File: src/rtl/paddle_engine.sv
// paddle_engine: button-driven vertical paddle positions with optional acceleration,
// plus a two-register pixel renderer for the playfield border and the paddles.
module paddle_engine #(
  parameter int NUM_PADDLES = 2,
  parameter int COORD_W     = 11,
  parameter int H_VISIBLE   = 1024,
  parameter int V_VISIBLE   = 768,
  parameter int BORDER      = 16,
  parameter int PADDLE_W    = 16,
  parameter int PADDLE_H    = 96,
  parameter int PADDLE_GAP  = 16,
  parameter int STEP_DIV    = 131072,
  parameter int ACCEL_MODE  = 0,
  parameter int ACCEL_TICKS = 16,
  parameter int MAX_SPEED   = 8
) (
  input  logic                           pixelClock,
  input  logic                           resetN,
  input  logic [COORD_W-1:0]             xPixel,
  input  logic [COORD_W-1:0]             yPixel,
  input  logic                           visible,
  input  logic                           frameStrobe,
  input  logic [NUM_PADDLES-1:0]         paddleUp,
  input  logic [NUM_PADDLES-1:0]         paddleDown,
  output logic [NUM_PADDLES*COORD_W-1:0] paddleTop,
  output logic [NUM_PADDLES-1:0]         paddleHit,
  output logic                           borderHit,
  output logic [23:0]                    pixelColor
);

  localparam int RANGE  = V_VISIBLE - 2 * BORDER - PADDLE_H;
  localparam int EXT_W  = COORD_W + 1;
  localparam int PRE_W  = $clog2(STEP_DIV);
  localparam int SPD_W  = $clog2(MAX_SPEED + 1);
  localparam int HOLD_W = $clog2(ACCEL_TICKS + 1);

  typedef enum logic [1:0] {MV_IDLE, MV_UP, MV_DOWN} mv_state_e;

  function automatic logic [COORD_W-1:0] sat_up(input logic [COORD_W-1:0] p,
                                                input logic [SPD_W-1:0] s);
    logic [EXT_W-1:0] diff;
    diff = {1'b0, p} - EXT_W'(s);
    return diff[COORD_W] ? '0 : diff[COORD_W-1:0];
  endfunction

  function automatic logic [COORD_W-1:0] sat_dn(input logic [COORD_W-1:0] p,
                                                input logic [SPD_W-1:0] s);
    logic [EXT_W-1:0] sum;
    sum = {1'b0, p} + EXT_W'(s);
    return (sum > EXT_W'(RANGE)) ? COORD_W'(RANGE) : sum[COORD_W-1:0];
  endfunction

  // Paddle 0 sits at the right edge, paddle 1 at the left.
  function automatic int col_lo(input int i);
    return (i == 0) ? H_VISIBLE - BORDER - PADDLE_GAP - PADDLE_W : BORDER + PADDLE_GAP;
  endfunction

  function automatic logic [23:0] pixel_rgb(input logic vis, input logic border,
                                            input logic paddle);
    if (!vis)   return 24'h000000;
    if (border) return 24'h00FFFF;
    if (paddle) return 24'hFFFFFF;
    return 24'h000000;
  endfunction

  logic [NUM_PADDLES-1:0] up_meta_q, up_meta_d, up_sync_q, up_sync_d;
  logic [NUM_PADDLES-1:0] dn_meta_q, dn_meta_d, dn_sync_q, dn_sync_d;
  logic [PRE_W-1:0]       pre_cnt_q, pre_cnt_d;
  logic                   tick;

  logic [COORD_W-1:0] pos_q   [NUM_PADDLES];
  logic [COORD_W-1:0] pos_d   [NUM_PADDLES];
  logic [COORD_W-1:0] disp_q  [NUM_PADDLES];
  logic [COORD_W-1:0] disp_d  [NUM_PADDLES];
  logic [COORD_W-1:0] top_q   [NUM_PADDLES];
  logic [COORD_W-1:0] top_d   [NUM_PADDLES];
  logic [SPD_W-1:0]   speed_q [NUM_PADDLES];
  logic [SPD_W-1:0]   speed_d [NUM_PADDLES];
  logic [SPD_W-1:0]   step    [NUM_PADDLES];
  logic [HOLD_W-1:0]  hold_q  [NUM_PADDLES];
  logic [HOLD_W-1:0]  hold_d  [NUM_PADDLES];
  mv_state_e          state_q [NUM_PADDLES];
  mv_state_e          state_d [NUM_PADDLES];

  logic [EXT_W-1:0]       x_e, y_e, row_top;
  logic [NUM_PADDLES-1:0] hit_p1_q, hit_p1_d, paddle_hit_q, paddle_hit_d;
  logic                   border_p1_q, border_p1_d, vis_p1_q, vis_p1_d;
  logic                   border_hit_q, border_hit_d;
  logic [23:0]            color_q, color_d;

  assign tick = (pre_cnt_q == PRE_W'(STEP_DIV - 1));

  always_comb begin
    up_meta_d = paddleUp;
    up_sync_d = up_meta_q;
    dn_meta_d = paddleDown;
    dn_sync_d = dn_meta_q;
    pre_cnt_d = tick ? '0 : pre_cnt_q + PRE_W'(1);
    for (int i = 0; i < NUM_PADDLES; i++) begin
      pos_d[i]   = pos_q[i];
      speed_d[i] = speed_q[i];
      hold_d[i]  = hold_q[i];
      state_d[i] = state_q[i];
      step[i]    = SPD_W'(1);
      disp_d[i]  = frameStrobe ? pos_q[i] : disp_q[i];
      top_d[i]   = COORD_W'(BORDER) + pos_q[i];
      if (tick) begin
        if (up_sync_q[i] == dn_sync_q[i]) begin
          speed_d[i] = SPD_W'(1);
          hold_d[i]  = '0;
          state_d[i] = MV_IDLE;
        end else begin
          if (ACCEL_MODE != 0) begin
            if (state_q[i] == (up_sync_q[i] ? MV_UP : MV_DOWN)) begin
              // The move on the tick that completes a hold period already uses the new speed.
              if (hold_q[i] == HOLD_W'(ACCEL_TICKS - 1)) begin
                hold_d[i] = '0;
                if (speed_q[i] < SPD_W'(MAX_SPEED)) speed_d[i] = speed_q[i] + SPD_W'(1);
              end else begin
                hold_d[i] = hold_q[i] + HOLD_W'(1);
              end
              step[i] = speed_d[i];
            end else begin
              state_d[i] = up_sync_q[i] ? MV_UP : MV_DOWN;
              hold_d[i]  = '0;
              speed_d[i] = SPD_W'(1);
            end
          end
          pos_d[i] = up_sync_q[i] ? sat_up(pos_q[i], step[i]) : sat_dn(pos_q[i], step[i]);
        end
      end
    end
  end

  // Stage 1: geometry comparisons against the frame-latched positions.
  always_comb begin
    x_e         = {1'b0, xPixel};
    y_e         = {1'b0, yPixel};
    row_top     = '0;
    vis_p1_d    = visible;
    border_p1_d = (x_e < EXT_W'(BORDER)) || (x_e >= EXT_W'(H_VISIBLE - BORDER)) ||
                  (y_e < EXT_W'(BORDER)) || (y_e >= EXT_W'(V_VISIBLE - BORDER));
    for (int i = 0; i < NUM_PADDLES; i++) begin
      row_top     = EXT_W'(BORDER) + {1'b0, disp_q[i]};
      hit_p1_d[i] = (x_e >= EXT_W'(col_lo(i))) && (x_e < EXT_W'(col_lo(i) + PADDLE_W)) &&
                    (y_e >= row_top) && (y_e < row_top + EXT_W'(PADDLE_H));
    end
  end

  // Stage 2: output hit flags and colour.
  always_comb begin
    paddle_hit_d = hit_p1_q;
    border_hit_d = border_p1_q;
    color_d      = pixel_rgb(vis_p1_q, border_p1_q, |hit_p1_q);
  end

  always_ff @(posedge pixelClock or negedge resetN) begin
    if (!resetN) begin
      up_meta_q    <= '0;
      up_sync_q    <= '0;
      dn_meta_q    <= '0;
      dn_sync_q    <= '0;
      pre_cnt_q    <= '0;
      for (int i = 0; i < NUM_PADDLES; i++) begin
        pos_q[i]   <= COORD_W'(RANGE / 2);
        disp_q[i]  <= COORD_W'(RANGE / 2);
        top_q[i]   <= COORD_W'(BORDER + RANGE / 2);
        speed_q[i] <= SPD_W'(1);
        hold_q[i]  <= '0;
        state_q[i] <= MV_IDLE;
      end
      hit_p1_q     <= '0;
      border_p1_q  <= 1'b0;
      vis_p1_q     <= 1'b0;
      paddle_hit_q <= '0;
      border_hit_q <= 1'b0;
      color_q      <= '0;
    end else begin
      up_meta_q    <= up_meta_d;
      up_sync_q    <= up_sync_d;
      dn_meta_q    <= dn_meta_d;
      dn_sync_q    <= dn_sync_d;
      pre_cnt_q    <= pre_cnt_d;
      for (int i = 0; i < NUM_PADDLES; i++) begin
        pos_q[i]   <= pos_d[i];
        disp_q[i]  <= disp_d[i];
        top_q[i]   <= top_d[i];
        speed_q[i] <= speed_d[i];
        hold_q[i]  <= hold_d[i];
        state_q[i] <= state_d[i];
      end
      hit_p1_q     <= hit_p1_d;
      border_p1_q  <= border_p1_d;
      vis_p1_q     <= vis_p1_d;
      paddle_hit_q <= paddle_hit_d;
      border_hit_q <= border_hit_d;
      color_q      <= color_d;
    end
  end

  for (genvar g = 0; g < NUM_PADDLES; g++) begin : g_top
    assign paddleTop[g*COORD_W +: COORD_W] = top_q[g];
  end

  assign paddleHit  = paddle_hit_q;
  assign borderHit  = border_hit_q;
  assign pixelColor = color_q;

endmodule

File: config.mk
export PLATFORM = sky130hd
export DESIGN_NAME = paddle_engine
export DESIGN_NICKNAME = d
export VERILOG_FILES = /design/src/rtl/paddle_engine.sv
export SDC_FILE = /design/constraint.sdc
export NUM_CORES = 1
export LEC_CHECK = 0
export BUFFER_PORTS_ARGS = -buffer_cell sky130_fd_sc_hd__buf_2
export CAP_MARGIN = 25
export CELL_PAD_IN_SITES_DETAIL_PLACEMENT = 1
export CELL_PAD_IN_SITES_GLOBAL_PLACEMENT = 1
export CORE_MARGIN = 2
export CORE_UTILIZATION = 46
export CTS_CLUSTER_SIZE = 24
export DETAILED_ROUTE_END_ITERATION = 16
export GPL_ROUTABILITY_DRIVEN = 0
export PLACE_DENSITY = 0.78
export SLEW_MARGIN = 20
export SYNTH_ARGS = -nofsm -noshare
export SYNTH_HDL_FRONTEND = slang
export SYNTH_SLANG_ARGS = --single-unit
File: constraint.sdc
create_clock -name pixelClock -period 3.3 [get_ports pixelClock]
set_input_delay 0.165 -clock pixelClock [delete_from_list [all_inputs] [get_ports pixelClock]]
set_output_delay 0.165 -clock pixelClock [all_outputs]
set_load 0.005 [all_outputs]
==> results by group <==
Timing
  – Final hold vios: 0
  – Clock skew: 14.3 ps
  – RSZ-0062 raised after global routing: false
  – Tmin final: 2930 ps
  – WHS: 62.2 ps
  – Max Slew Vio Count: 0
  – Final setup TNS: 0 ps
  – Slew margin rel.: 0.497
  – Peak Freq: 0.341 GHz
  – Endpoints failing setup: 0
  – Tightest Pin Transition: 752 ps
  – Tcrit/Tclk final: 0.889

Clocking
  – Clock root buffer master: clkbuf_16
  – Clock Latency Late Sink: 360 ps
  – CTS H-Tree Depth: 3
  – Clk slew on worst S/H paths: 80 ps
  – Post-CTS Repair Setup Buffers: 0
  – CTS buffer count: 9
  – CTS sink count: 100
  – TritonCTS clock tree: yes
  – Maximum buffer depth of the clock tree: 2

Yosys
  – Simple logic cell fraction of the synthesized area: 0.179
  – Synth Instances: 650
  – Avg Cell Area, Syn: 9.67 sq um
  – Post-synth top area share: 0.342
  – Area contributors post-synth: dfrtp_1 (34%), ha_1 (10%), dfstp_2 (5.9%)
  – Main combinational cell family by area after synthesis: simple AND/OR/NAND/NOR gates
  – Sequential-to-total area share from yosys stat: 0.401
  – Most used flip-flop cell after synthesis: dfrtp_1
  – Yosys reg bits: 100
  – Synth Area in Adders: 0.0995
  – Synth top cells by count: dfrtp_1 (86), ha_1 (50), nor2_1 (46)
  – Warnings from Yosys: 0
  – Post-synth cell types: 75
  – Syn Std Cell Area: 6280 sq um
  – Post-Synthesis Net Count: 730
  – Ys async rst share: 1.00
  – Count leader, synth: dfrtp_1
  – Largest area contributor in the netlist: dfrtp_1
  – Post-synthesis compound-gate area fraction: 0.149
  – Post-synthesis xor/xnor area fraction: 0.0683
  – Mux share of post-synthesis cell area: 0.0370
  – Number of flops mapped to enable cells by yosys: 0

Worst setup path
  – Largest fanout on the critical path: 5
  – Reg2reg start: disp_q[6]
  – Crit. End Element: register
  – Reg2Reg Capture Point: hit_p1_q[1]
  – Worst reg2reg path depth: 10
  – CP Data Arrival Time: 3180 ps
  – CP Launch Type: register
  – R2R setup slack: 370 ps
  – CP Class: register to register
  – CP required: 3550 ps

Die
  – Die ar.: 14600 sq um
  – Width of the chip: 121 um
  – IO Count: 79
  – Initial core utilization: 0.473
  – Core box area: 13300 sq um
  – Die height: 121 um
  – # rows: 42

Pwr
  – Seq pwr share: 0.490
  – Psw: 0.628 mW
  – Total power draw: 2.53 mW
  – Clock share of power: 0.452
  – Cell area power density: 361 nW/um^2
  – P_leak: 3.22 nW
  – Sw Share: 0.248
  – P_int: 1.91 mW
  – Comb pwr share: 0.057
  – VDD IR max: 284 uV

Hold path
  – Worst Hold Depth: 2
  – Worst Hold End: border_hit_d
  – Min-Delay Startpoint: xPixel[5]
  – Hold Path Class: input port to register

Detailed routing
  – DR pass1 iterations: 4
  – Detailed Route WL: 15.7 mm
  – Initial DRC count: 252
  – Number of vias per cell: 5.73
  – ANT nets after route: 0
  – Vias: 5046
  – Routed WL per cell: 17.9 um
  – Drt drc: 0

GRT
  – GRT overflow: 0
  – Largest net degree at the start of global routing: 61
  – Total GRT Usage: 0.223
  – Vias in the first global route: 5272
  – First-pass GRT wire length: 26.2 mm
  – Initial antenna violation count: 0

Run
  – Max-cap violations: 0

Layout
  – Layout cell share with drive strength beyond 1: 0.217
  – Area grow syn2layout: 11.6%
  – Antenna cells: 0
  – Fillers: 1517
  – Nets: 779

Placed design
  – Port bufs: 74
  – DP HPWL: 11.5 mm

Run status
  – Status: complete, no violations
-- sequential cells by signal, indices dropped and copies added (netlist names) --
signal / flops
paddleHit: 2
disp_q: 22
vis_p1_q: 1
paddleTop: 22
border_hit_d: 1
dn_meta_q: 2
pre_cnt_q: 17
pixelColor: 2
borderHit: 1
pos_q: 22
up_meta_q: 2
up_sync_q: 2
hit_p1_q: 2
dn_sync_q: 2
-- kinds of logic (layout without fill, tap and decap cells) --
family,count (synthesis),after routing
multiplexers,21,21
flip-flops,100,100
AO/OA/AOI/OAI,137,137
adder cells (fa/ha/maj),50,50
buffers and inverters,77,131
XOR/XNOR,49,49
AND/OR/NAND/NOR,216,216
-- layout by cell type, fill, tap and decap left out, types with 6 or more instances in the layout --
cell	Yosys	final
dfrtp_1	86	86
buf_2	6	73
ha_1	50	50
nor2_1	46	46
nand2_1	43	43
o21ai_0	40	40
a21oi_1	32	32
xor2_1	31	31
nand3_1	28	28
inv_1	24	24
nor3_1	20	20
xnor2_1	18	18
mux2_2	18	18
dfstp_2	14	14
nand4_1	13	13
buf_4	23	12
and3_1	11	11
clkbuf_16	0	9
or3_1	8	8
nor4_1	8	8
nand2b_1	7	7
dlygate4sd3_1	0	6
-- area by class of cell --
type	instances	area [sq um]	share of cell area
multi-input cells	473	3350	0.477
flip-flops and latches	100	2520	0.359
repair buffers	91	515	0.0735
clock buffers	9	225	0.0321
well taps	176	220	0.0314
clock inverters	7	95.1	0.0136
inverters	24	90.1	0.0128
-- layer usage --
metal / up-vias / wire length [um] / global-route usage
met5: - / 0 / 0
met4: 0 / 189 / 0.0567
met3: 18 / 490 / 0.0428
met2: 85 / 8080 / 0.390
met1: 2530 / 6960 / 0.283
li1: 2413 / - / -
-- critical path: stages, from the launching register on --
cell and delay [ps]:
dfstp_2 570, and3_1 210, nand3_1 100, xor2_1 180, or3_1 420, nor2_1 150, xor2_1 100, ha_1 210
or3_1 300, a221o_1 280, a221oi_1 310
-- per-stage QoR --
step                      std cells  setup slack, ps  instance area [sq um]   util
after CTS                       880              365                   7010  0.528
after detailed placement        858              367                   6630  0.499
final                           880              366                   7010  0.528
after global routing            880              172                   7010  0.528
after floorplan                 650              624                   6280      -
after global placement          858              500                   6630  0.499
-- repair_timing --
| item | 4_1_cts | 5_1_grt |
|---|---|---|
| hold buffers | 6 | 0 |
| endpoints found under the hold margin | 54 | 0 |
| gates resized for setup | 0 | 0 |
| endpoints found under the setup margin | 0 | 0 |
-- power by group through the flow --
stage	clock network, mW	logic (mW)	registers [mW]
floorplan	0	0.0784	1.26
global placement	0	0.134	1.27
detailed placement	0	0.141	1.27
CTS	1.17	0.148	1.24
global route	1.22	0.166	1.24
finish	1.15	0.145	1.24
-- how the worst max path moves through the flow --
stage / end / slack (ps) / start
2_1_floorplan: hit_p1_q[1] / 620 / disp_q[6]
4_1_cts: hit_p1_q[1] / 360 / disp_q[6]
3_3_place_gp: hit_p1_q[1] / 500 / disp_q[6]
5_1_grt: hit_p1_q[1] / 170 / disp_q[6]
3_5_place_dp: hit_p1_q[1] / 370 / disp_q[6]
6_report: hit_p1_q[1] / 370 / disp_q[6]
Note: power is estimated with default switching activity, not from simulation.
